<file path="src/rtl/onehot_decoder_pkg.sv">
// Shared types and encodings for the sequenced one-hot decoder.
package onehot_decoder_pkg;

  typedef enum logic [1:0] {
    IDLE = 2'd0,
    HOLD = 2'd1,
    SCAN = 2'd2
  } state_t;

  localparam logic MODE_DIRECT = 1'b0;
  localparam logic MODE_SCAN   = 1'b1;

endpackage

</file>
<file path="src/rtl/onehot_decoder_dwell_cnt.sv">
// Dwell counter: latches a dwell limit on load and flags the last cycle of each scan position.
module onehot_decoder_dwell_cnt #(
  parameter int unsigned DWELL_W = 8
) (
  input  logic               clk,
  input  logic               rst,
  input  logic               clr,
  input  logic               load,
  input  logic               run,
  input  logic [DWELL_W-1:0] dwell,
  output logic               tc_c
);

  logic [DWELL_W-1:0] cnt;
  logic [DWELL_W-1:0] limit;

  assign tc_c = (cnt == limit);

  // Priority: reset, then clear (block disabled), then load, then count
  always_ff @(posedge clk) begin
    if (rst) begin
      cnt   <= '0;
      limit <= '0;
    end else if (clr) begin
      cnt <= '0;
    end else if (load) begin
      cnt   <= '0;
      limit <= dwell;
    end else if (run) begin
      cnt <= tc_c ? '0 : cnt + DWELL_W'(1);
    end
  end

endmodule

</file>
<file path="src/rtl/onehot_decoder_seq.sv">
// Registered N-to-2^N one-hot decoder with accept handshake, direct hold and auto-scan modes.
module onehot_decoder_seq
  import onehot_decoder_pkg::*;
#(
  parameter  int unsigned N       = 3,
  parameter  int unsigned DWELL_W = 8,
  localparam int unsigned M       = 1 << N
) (
  input  logic               clk,
  input  logic               rst,
  input  logic               en,
  input  logic               mode,
  input  logic [N-1:0]       sel,
  input  logic [DWELL_W-1:0] dwell,
  input  logic               in_valid,
  output logic               in_ready,
  output logic [M-1:0]       q,
  output logic               q_valid,
  output logic [N-1:0]       idx,
  output logic               wrap
);

  state_t state;
  logic   accept_c;
  logic   tc_c;

  assign in_ready = en && (state != SCAN);
  assign accept_c = in_valid && in_ready;

  onehot_decoder_dwell_cnt #(
    .DWELL_W (DWELL_W)
  ) u_dwell_cnt (
    .clk   (clk),
    .rst   (rst),
    .clr   (!en),
    .load  (accept_c && (mode == MODE_SCAN)),
    .run   (state == SCAN),
    .dwell (dwell),
    .tc_c  (tc_c)
  );

  // FSM plus q/idx/wrap registers; priority rst > en low > accept > scan advance
  always_ff @(posedge clk) begin
    if (rst) begin
      state   <= IDLE;
      q       <= '0;
      q_valid <= 1'b0;
      idx     <= '0;
      wrap    <= 1'b0;
    end else if (!en) begin
      state   <= IDLE;
      q       <= '0;
      q_valid <= 1'b0;
      wrap    <= 1'b0;
    end else if (accept_c) begin
      state   <= (mode == MODE_SCAN) ? SCAN : HOLD;
      q       <= M'(1) << sel;
      q_valid <= 1'b1;
      idx     <= sel;
      wrap    <= 1'b0;
    end else if ((state == SCAN) && tc_c) begin
      q    <= {q[M-2:0], q[M-1]};
      idx  <= idx + N'(1);
      wrap <= (idx == N'(M - 1));
    end else begin
      wrap <= 1'b0;
    end
  end

endmodule

</file>
<file path="config.mk">
export PLATFORM = sky130hd
export DESIGN_NAME = onehot_decoder_seq
export DESIGN_NICKNAME = d
export VERILOG_FILES = /design/src/rtl/onehot_decoder_pkg.sv /design/src/rtl/onehot_decoder_dwell_cnt.sv /design/src/rtl/onehot_decoder_seq.sv
export SDC_FILE = /design/constraint.sdc
export NUM_CORES = 1
export LEC_CHECK = 0
export BUFFER_PORTS_ARGS = -buffer_cell sky130_fd_sc_hd__buf_2
export CAP_MARGIN = 15
export CORE_ASPECT_RATIO = 0.75
export CORE_MARGIN = 3
export CORE_UTILIZATION = 45
export CTS_BUF_LIST = sky130_fd_sc_hd__clkbuf_2 sky130_fd_sc_hd__clkbuf_4 sky130_fd_sc_hd__clkbuf_8
export DETAILED_ROUTE_END_ITERATION = 6
export GPL_ROUTABILITY_DRIVEN = 0
export HOLD_SLACK_MARGIN = 0.15
export PLACE_DENSITY = 0.68
export RECOVER_POWER = 50
export SYNTH_ARGS = -nofsm -noshare
export SYNTH_HDL_FRONTEND = slang
export SYNTH_SLANG_ARGS = --single-unit
</file>
<file path="constraint.sdc">
create_clock -name clk -period 3.4 [get_ports clk]
set_clock_uncertainty 0.05 [all_clocks]
set_input_delay 0.51 -clock clk [delete_from_list [all_inputs] [get_ports clk]]
set_output_delay 0.51 -clock clk [all_outputs]
set_load 0.1 [all_outputs]
</file>
==> results of run 1 <==
-- cell type report --
type | count | area [um2] | area share, %
Clock buffer | 6 | 76.3 | 4.47
Clock inverter | 2 | 60.1 | 3.52
Inverter | 5 | 18.8 | 1.10
Multi-Input combinational cell | 118 | 756 | 44.3
Sequential cell | 31 | 621 | 36.4
Tap cell | 38 | 47.5 | 2.79
Timing Repair Buffer | 29 | 128 | 7.48
-- cell usage after synthesis --
cell,number,area share (%)
o211ai_1,1,0.52
and2b_1,1,0.52
and2_1,1,0.43
clkbuf_1,8,2.1
or3_1,1,0.43
nor2b_1,1,0.43
nor4b_1,1,0.60
a211oi_1,8,4.1
ha_1,3,2.6
a31oi_1,6,2.6
o31a_1,2,1.2
xor2_1,4,2.4
o221a_2,2,1.5
and3_1,2,0.86
nor3_1,1,0.34
nand4_1,1,0.43
nand2_1,20,5.2
nor4_4,1,1.5
nor4_1,1,0.43
nand2b_1,2,0.86
buf_2,2,0.69
nand3_1,12,4.1
dfxtp_1,31,43
nand3b_1,2,1.0
o21a_1,2,1.0
buf_6,1,0.77
mux2i_1,8,5.5
inv_1,5,1.3
nor2_1,11,2.8
a21oi_1,13,4.5
xnor2_1,11,6.6
-- metal layers --
layer	share of wire (%)	wire (um)	vias to the layer above	track usage [%]
met1	51	1640	563	24.0
met3	6.3	202	7	5.45
met5	0	0	-	0
li1	-	-	629	-
met2	41	1320	37	22.0
met4	2.0	63	0	8.85
-- worst max path at each step --
stage,depth (start not counted),endpoint
6_report,5,u_dwell_cnt.cnt[4]$_SDFFE_PP0N_
3_3_place_gp,5,u_dwell_cnt.cnt[7]$_SDFFE_PP0N_
5_1_grt,5,u_dwell_cnt.cnt[0]$_SDFFE_PP0N_
2_1_floorplan,2,in_ready
3_5_place_dp,5,u_dwell_cnt.cnt[4]$_SDFFE_PP0N_
4_1_cts,5,u_dwell_cnt.cnt[4]$_SDFFE_PP0N_
-- power groups by stage --
stage | Sequential, W | Combinational [W] | Clock, W
floorplan | 0.000429 | 0.0000517 | 0
detailed placement | 0.000389 | 0.000116 | 0
finish | 0.000381 | 0.000114 | 0.000437
global route | 0.000382 | 0.000122 | 0.000464
global placement | 0.000388 | 0.000114 | 0
CTS | 0.000381 | 0.000116 | 0.000448
-- flip-flops by register name (all words and copies together) (netlist names) --
signal / count
state: 2
q_valid: 1
u_dwell_cnt.cnt: 8
u_dwell_cnt.limit: 8
wrap: 1
q: 8
idx: 3
-- kinds of logic (layout without fill, tap and decap cells) --
group                    count (synthesis)  after routing  share of synthesized area, %
flip-flops                              31             31                          42.6
adder cells (fa/ha/maj)                  3              3                          2.58
buffers and inverters                   16             42                          4.82
multiplexers                             8              8                          5.50
AO/OA/AOI/OAI                           34             34                          15.5
XOR/XNOR                                15             15                          9.03
AND/OR/NAND/NOR                         58             58                          19.9
-- worst max-delay path, cell delays in order (launching register included) --
cell and delay [ps]:
dfxtp_1 410, xnor2_1 140, nand3_1 100, nor4_2 1230
nand2b_1 410, nor2_1 100
-- per-stage QoR --
stage               power [W]  setup slack, ps  std cells  instance area, um2
finish               0.000932              843        229                1710
global route         0.000968              672        229                1710
CTS                  0.000945             1240        229                1730
detailed placement   0.000505             1240        221                1600
global placement     0.000502             1320        221                1600
floorplan            0.000481             1320        165                1460
==> summary.txt, run 1 <==
Run status
  • Outcome: finished with violations
  • Failing checks: capacitance limit

Logic synthesis
  • Syn Nets: between 150 and 200
  • Post-synthesis sequential element count: 31
  • Distinct cells, synth: 31
  • Syn Inst Count: 165
  • Sequential fraction of the synthesis area: a little over two fifths
  • Ys Warns: 0
  • Cell Area, Synth: 0.00146 mm2
  • Syn_area_per_cell: 8.82 um2

Final layout
  • Most frequent cells in the layout: dfxtp_1, nand2_1, buf_2, clkbuf_1, a21oi_1
  • # fillers: roughly 280
  • # diodes: 0
  • Fraction of layout cells with a size suffix above 1: a little over an eighth
  • Util after Layout: between 50% and 60%
  • Most common cell after layout, fill and taps aside: dfxtp_1
  • Layout area overhead: 17.3%
  • NumNets Final: 209

Die
  • CORE AREA: ~0.0030 mm2
  • I/O Pins: 30
  • Die Wd: between 70 and 80 um
  • Starting Density: between 40% and 50%
  • Die Ht: 55.2 um
  • DIE AREA: 0.00396 mm2
  • FP Rows: 17

Min path
  • Origin of the worst min-delay path: dwell[5]
  • Hold Path Stages: 3
  • Hold path endpoint: u_dwell_cnt.limit[5]$_SDFFE_PP0P_
  • Worst hold path type: input pin to flip-flop

Critical path
  • CP Launch Type: flip-flop
  • Worst reg2reg path startpoint: u_dwell_cnt.cnt[4]$_SDFFE_PP0N_
  • Crit Reg-Reg Endpoint: u_dwell_cnt.cnt[4]$_SDFFE_PP0N_
  • R2r worst-path depth: 5
  • CP max FO: 14
  • R2R setup slack: ~840 ps
  • Crit path from: u_dwell_cnt.cnt[4]$_SDFFE_PP0N_
  • Critical path class: flip-flop to flip-flop
  • CP arrival: 2670 ps
  • Req. time, crit path: about 3500 ps
  • CP Capture Type: flip-flop

Flow run
  • Max-cap violations: 1

Routing
  • WL/cell: 14.1 um
  • Drc violations: 0
  • Via count: 1236
  • Routed WL: 3220 um
  • Pre-antenna DRT Iters: 4
  • DRT antenna net count: 0
  • Drt initial violations: 75
  • Vias per cell: 5.40

STA
  • Slew Viols, Final: 0
  • Period utilization: approximately three quarters
  • Final hold viol count: 0
  • Worst Tran Pin Value: 1470 ps
  • Fin crit period: between 2000 and 3000 ps
  • Hold Slack: roughly 430 ps
  • Count of final setup violators: 0
  • Max-Slew Margin vs Limit: 1.04%
  • RSZ-0062 raised after global routing: false
  • Setup TNS: 0 ps
  • Fmax achieved: 0.391 GHz

Global route
  • First-pass GRT wire length: between 5000 and 6000 um
  • Gr ovfl total: 0
  • Initial antenna violation count: 0
  • Largest net degree at the start of global routing: 20
  • Total global-route track usage: between 10% and 20%
  • Vias in the first global route: 1051

Placed design
  • Final HPWL DP: 2300 um
  • IO Port Bufs: 29

CTS
  • Clk buf depth: 2
  • CTS tree: built
  • Clk sinks: 31
  • Clock root buffer: clkbuf_8
  • # Post-CTS Setup Buffers: 0
  • CTS clk-pin slew, worst paths: around 60 ps
  • Post_cts resized: 0
  • Hold Buf Count CTS: 0
  • Clk_lat worst skew: 280 ps
  • CTS H-Tree Depth: 2
  • CTS Buf Count: 5

Power and ir drop
  • Clk network pwr share: 46.9%
  • Comb pwr share: 12.2%
  • Cell Int Power: 0.000701 W
  • Sw frac: around 25%
  • Seq pwr share: 40.9%
  • Pwr/cell area: 546 mW/mm2
  • Leak Pwr: 0.612 nW
  • Max IR drop VDD: approximately 0.00034 V
  • Net load switching power: 0.000232 W
Power figures use the tool's default switching activity.
==> run 2: changes to the inputs <==
--- a/config.mk
+++ b/config.mk
@@ -14,7 +14,7 @@
 export DETAILED_ROUTE_END_ITERATION = 6
 export GPL_ROUTABILITY_DRIVEN = 0
 export HOLD_SLACK_MARGIN = 0.15
-export PLACE_DENSITY = 0.68
+export PLACE_DENSITY = 0.7
 export RECOVER_POWER = 50
 export SYNTH_ARGS = -nofsm -noshare
 export SYNTH_HDL_FRONTEND = slang
==> constraint.sdc (replaced) <==
create_clock -name clk -period 2.3 [get_ports clk]
set_clock_uncertainty 0.05 [all_clocks]
set_input_delay 0.345 -clock clk [delete_from_list [all_inputs] [get_ports clk]]
set_output_delay 0.345 -clock clk [all_outputs]
set_load 0.1 [all_outputs]
==> summary.txt, run 2 (same netlist as run 1, synthesis figures left out) <==
STA
  • Slew Viols, Final: 0 (unchanged)
  • Setup TNS: 0 ps (unchanged)
  • RSZ-0062 raised after global routing: false
  • Period utilization: between 80% and 90%
  • Worst Tran Pin Value: 1170 ps (-304 ps)
  • Count of final setup violators: 0 (unchanged)
  • Fmax achieved: 0.517 GHz
  • Final hold viol count: 0 (unchanged)
  • Fin crit period: around 1900 ps
  • Setup ws final: 365 ps (-478 ps)
  • Max-Slew Margin vs Limit: 22.5% (+21 points)

CTS
  • CTS Buf Count: 5 (unchanged)
  • Post_cts resized: 0 (unchanged)
  • CTS H-Tree Depth: 2 (unchanged)
  • Clk buf depth: 2 (unchanged)
  • Clk_lat worst skew: 280 ps (about the same)
  • CTS clk-pin slew, worst paths: 60 ps (about the same)
  • Clk sinks: 31 (unchanged)
  • # Post-CTS Setup Buffers: 0 (unchanged)
  • Hold Buf Count CTS: 0 (unchanged)
  • CTS tree: built
  • Clock root buffer: clkbuf_8

Final layout
  • Cell Count, Final, Fillers Out: 233 (+1.7%)
  • Final instance area: 0.00168 mm2 (-1.7%)
  • Most common cell after layout, fill and taps aside: dfxtp_1
  • Biggest registers after layout: q: 8 flops, u_dwell_cnt.cnt: 8 flops, u_dwell_cnt.limit: 8 flops
  • # fillers: 288 (+1.8%)
  • Fraction of layout cells with a size suffix above 1: 14.9% (+1.3 points)
  • Layout area overhead: 15.3%
  • NumNets Final: 213 (+1.9%)
  • # diodes: 0 (unchanged)
  • Most frequent cells in the layout: dfxtp_1, nand2_1, buf_2, clkbuf_1, a21oi_1

Routing
  • Vias per cell: 5.39 (-0.21%)
  • Routed WL: 3140 um (-2.6%)
  • DRT antenna net count: 0 (unchanged)
  • Drt initial violations: 47 (-37%)
  • Via count: 1255 (+1.5%)
  • WL/cell: 13.5 um (-4.2%)
  • Drc violations: 0 (unchanged)
  • Pre-antenna DRT Iters: 4 (unchanged)

Critical path
  • CP Launch Type: flip-flop
  • Worst-path cell chain: clkbuf_1
  • Crit path max-delay cell type: clkbuf_1
  • Buf+Inv Stages, Crit Path: 1 (+1)
  • CP max stage delay: 880 ps (-350 ps)
  • CP arrival: 1540 ps (-1130 ps)
  • CP max FO: 5 (-9)
  • Top delay family on crit path: buffers and inverters
  • CP Capture Type: primary output
  • Critical path class: flip-flop to primary output
  • Req. time, crit path: 1900 ps (-1610 ps)

Power and ir drop
  • Comb pwr share: 14.7% (+2.5 points)
  • Seq pwr share: 48.6% (+7.7 points)
  • Pwr/cell area: 691 mW/mm2 (+26%)
  • Cell Int Power: 0.000829 W (+18%)
  • Max IR drop VDD: 0.000423 V (+23%)
  • Net load switching power: 0.000329 W (+42%)
  • Sw frac: 28.4% (+3.6 points)
  • Leak Pwr: 0.608 nW (-0.51%)
  • Clk network pwr share: 36.7% (-10 points)

Global route
  • Vias in the first global route: 1133 (+7.8%)
  • Gr ovfl total: 0 (unchanged)
  • Initial antenna violation count: 0 (unchanged)
  • Total global-route track usage: 17.1% (+0.36 points)
  • First-pass GRT wire length: 5250 um (+2.7%)
  • Largest net degree at the start of global routing: 20 (unchanged)

Die
  • Die Ht: 55.2 um (unchanged)
  • FP Rows: 17 (unchanged)
  • CORE AREA: 0.00302 mm2 (unchanged)
  • Starting Density: 48.2% (unchanged)
  • I/O Pins: 30 (unchanged)
  • Die Wd: 71.7 um (unchanged)
  • DIE AREA: 0.00396 mm2 (unchanged)

Run status
  • Outcome: completed

Placed design
  • Final HPWL DP: 2310 um (+0.36%)
  • Placed insts: 225 (+1.8%)
  • IO Port Bufs: 29 (unchanged)
  • Dpl cell area: 0.00163 mm2 (+1.9%)
  • Post-Place Worst Slack: 520 ps (-722 ps)

Min path
  • Worst hold path type: input pin to flip-flop

Flow run
  • Max-cap violations: 0 (-1)
==> run 2: metal layers <==
layer / GRT usage (%) / routed length (um) / part of all wire, % / vias to the layer above
met5: 0 / 0 / 0 / -
met4: 9.92 / 47 / 1.5 / 0
met3: 5.82 / 156 / 5.0 / 4
met2: 22.0 / 1340 / 43 / 31
met1: 24.4 / 1600 / 51 / 585
li1: - / - / - / 635
==> run 2: final cells by class <==
class	count	area, um2	share of cell area, %
tap	38	47.5	2.83
inverter	5	18.8	1.12
multi-input combinational	118	749	44.7
clock inverter	1	5.00	0.298
timing repair buffer	33	153	9.10
sequential	31	621	37.0
clock buffer	7	83.8	5.00
==> run 2: worst reg2reg max path: stages (launching register included) <==
cell and delay [ps]:
dfxtp_1 310, and2b_1 280, nand4_1 130, nor4_1 200, clkbuf_2 380, nand2b_1 330
nor2_1 100
==> run 2: worst paths after layout <==
check / cells past startpoint / slack [ps] / to / startpoint
max: 1 / 370 / idx[0] / idx[0]$_SDFFE_PP0P_
min: 3 / 270 / u_dwell_cnt.limit[7]$_SDFFE_PP0P_ / dwell[7]
max reg2reg: 6 / 390 / u_dwell_cnt.cnt[2]$_SDFFE_PP0N_ / state[0]$_SDFFE_PP0P_
min reg2reg: 2 / 420 / state[1]$_SDFFE_PP0P_ / state[1]$_SDFFE_PP0P_
==> run 2: per-stage QoR <==
step	power (W)	hold WS, ps	util [%]
after floorplan	0.000710	396	-
after global placement	0.000747	404	53.9
after detailed placement	0.000750	413	53.9
after CTS	0.00118	262	56.8
after global routing	0.00121	278	55.6
final	0.00116	270	55.6
==> run 2: power groups by stage <==
stage | logic, W | registers, W | clock network, W
floorplan | 0.0000764 | 0.000634 | 0
global placement | 0.000174 | 0.000573 | 0
detailed placement | 0.000176 | 0.000574 | 0
CTS | 0.000176 | 0.000562 | 0.000437
global route | 0.000183 | 0.000564 | 0.000461
finish | 0.000171 | 0.000563 | 0.000425
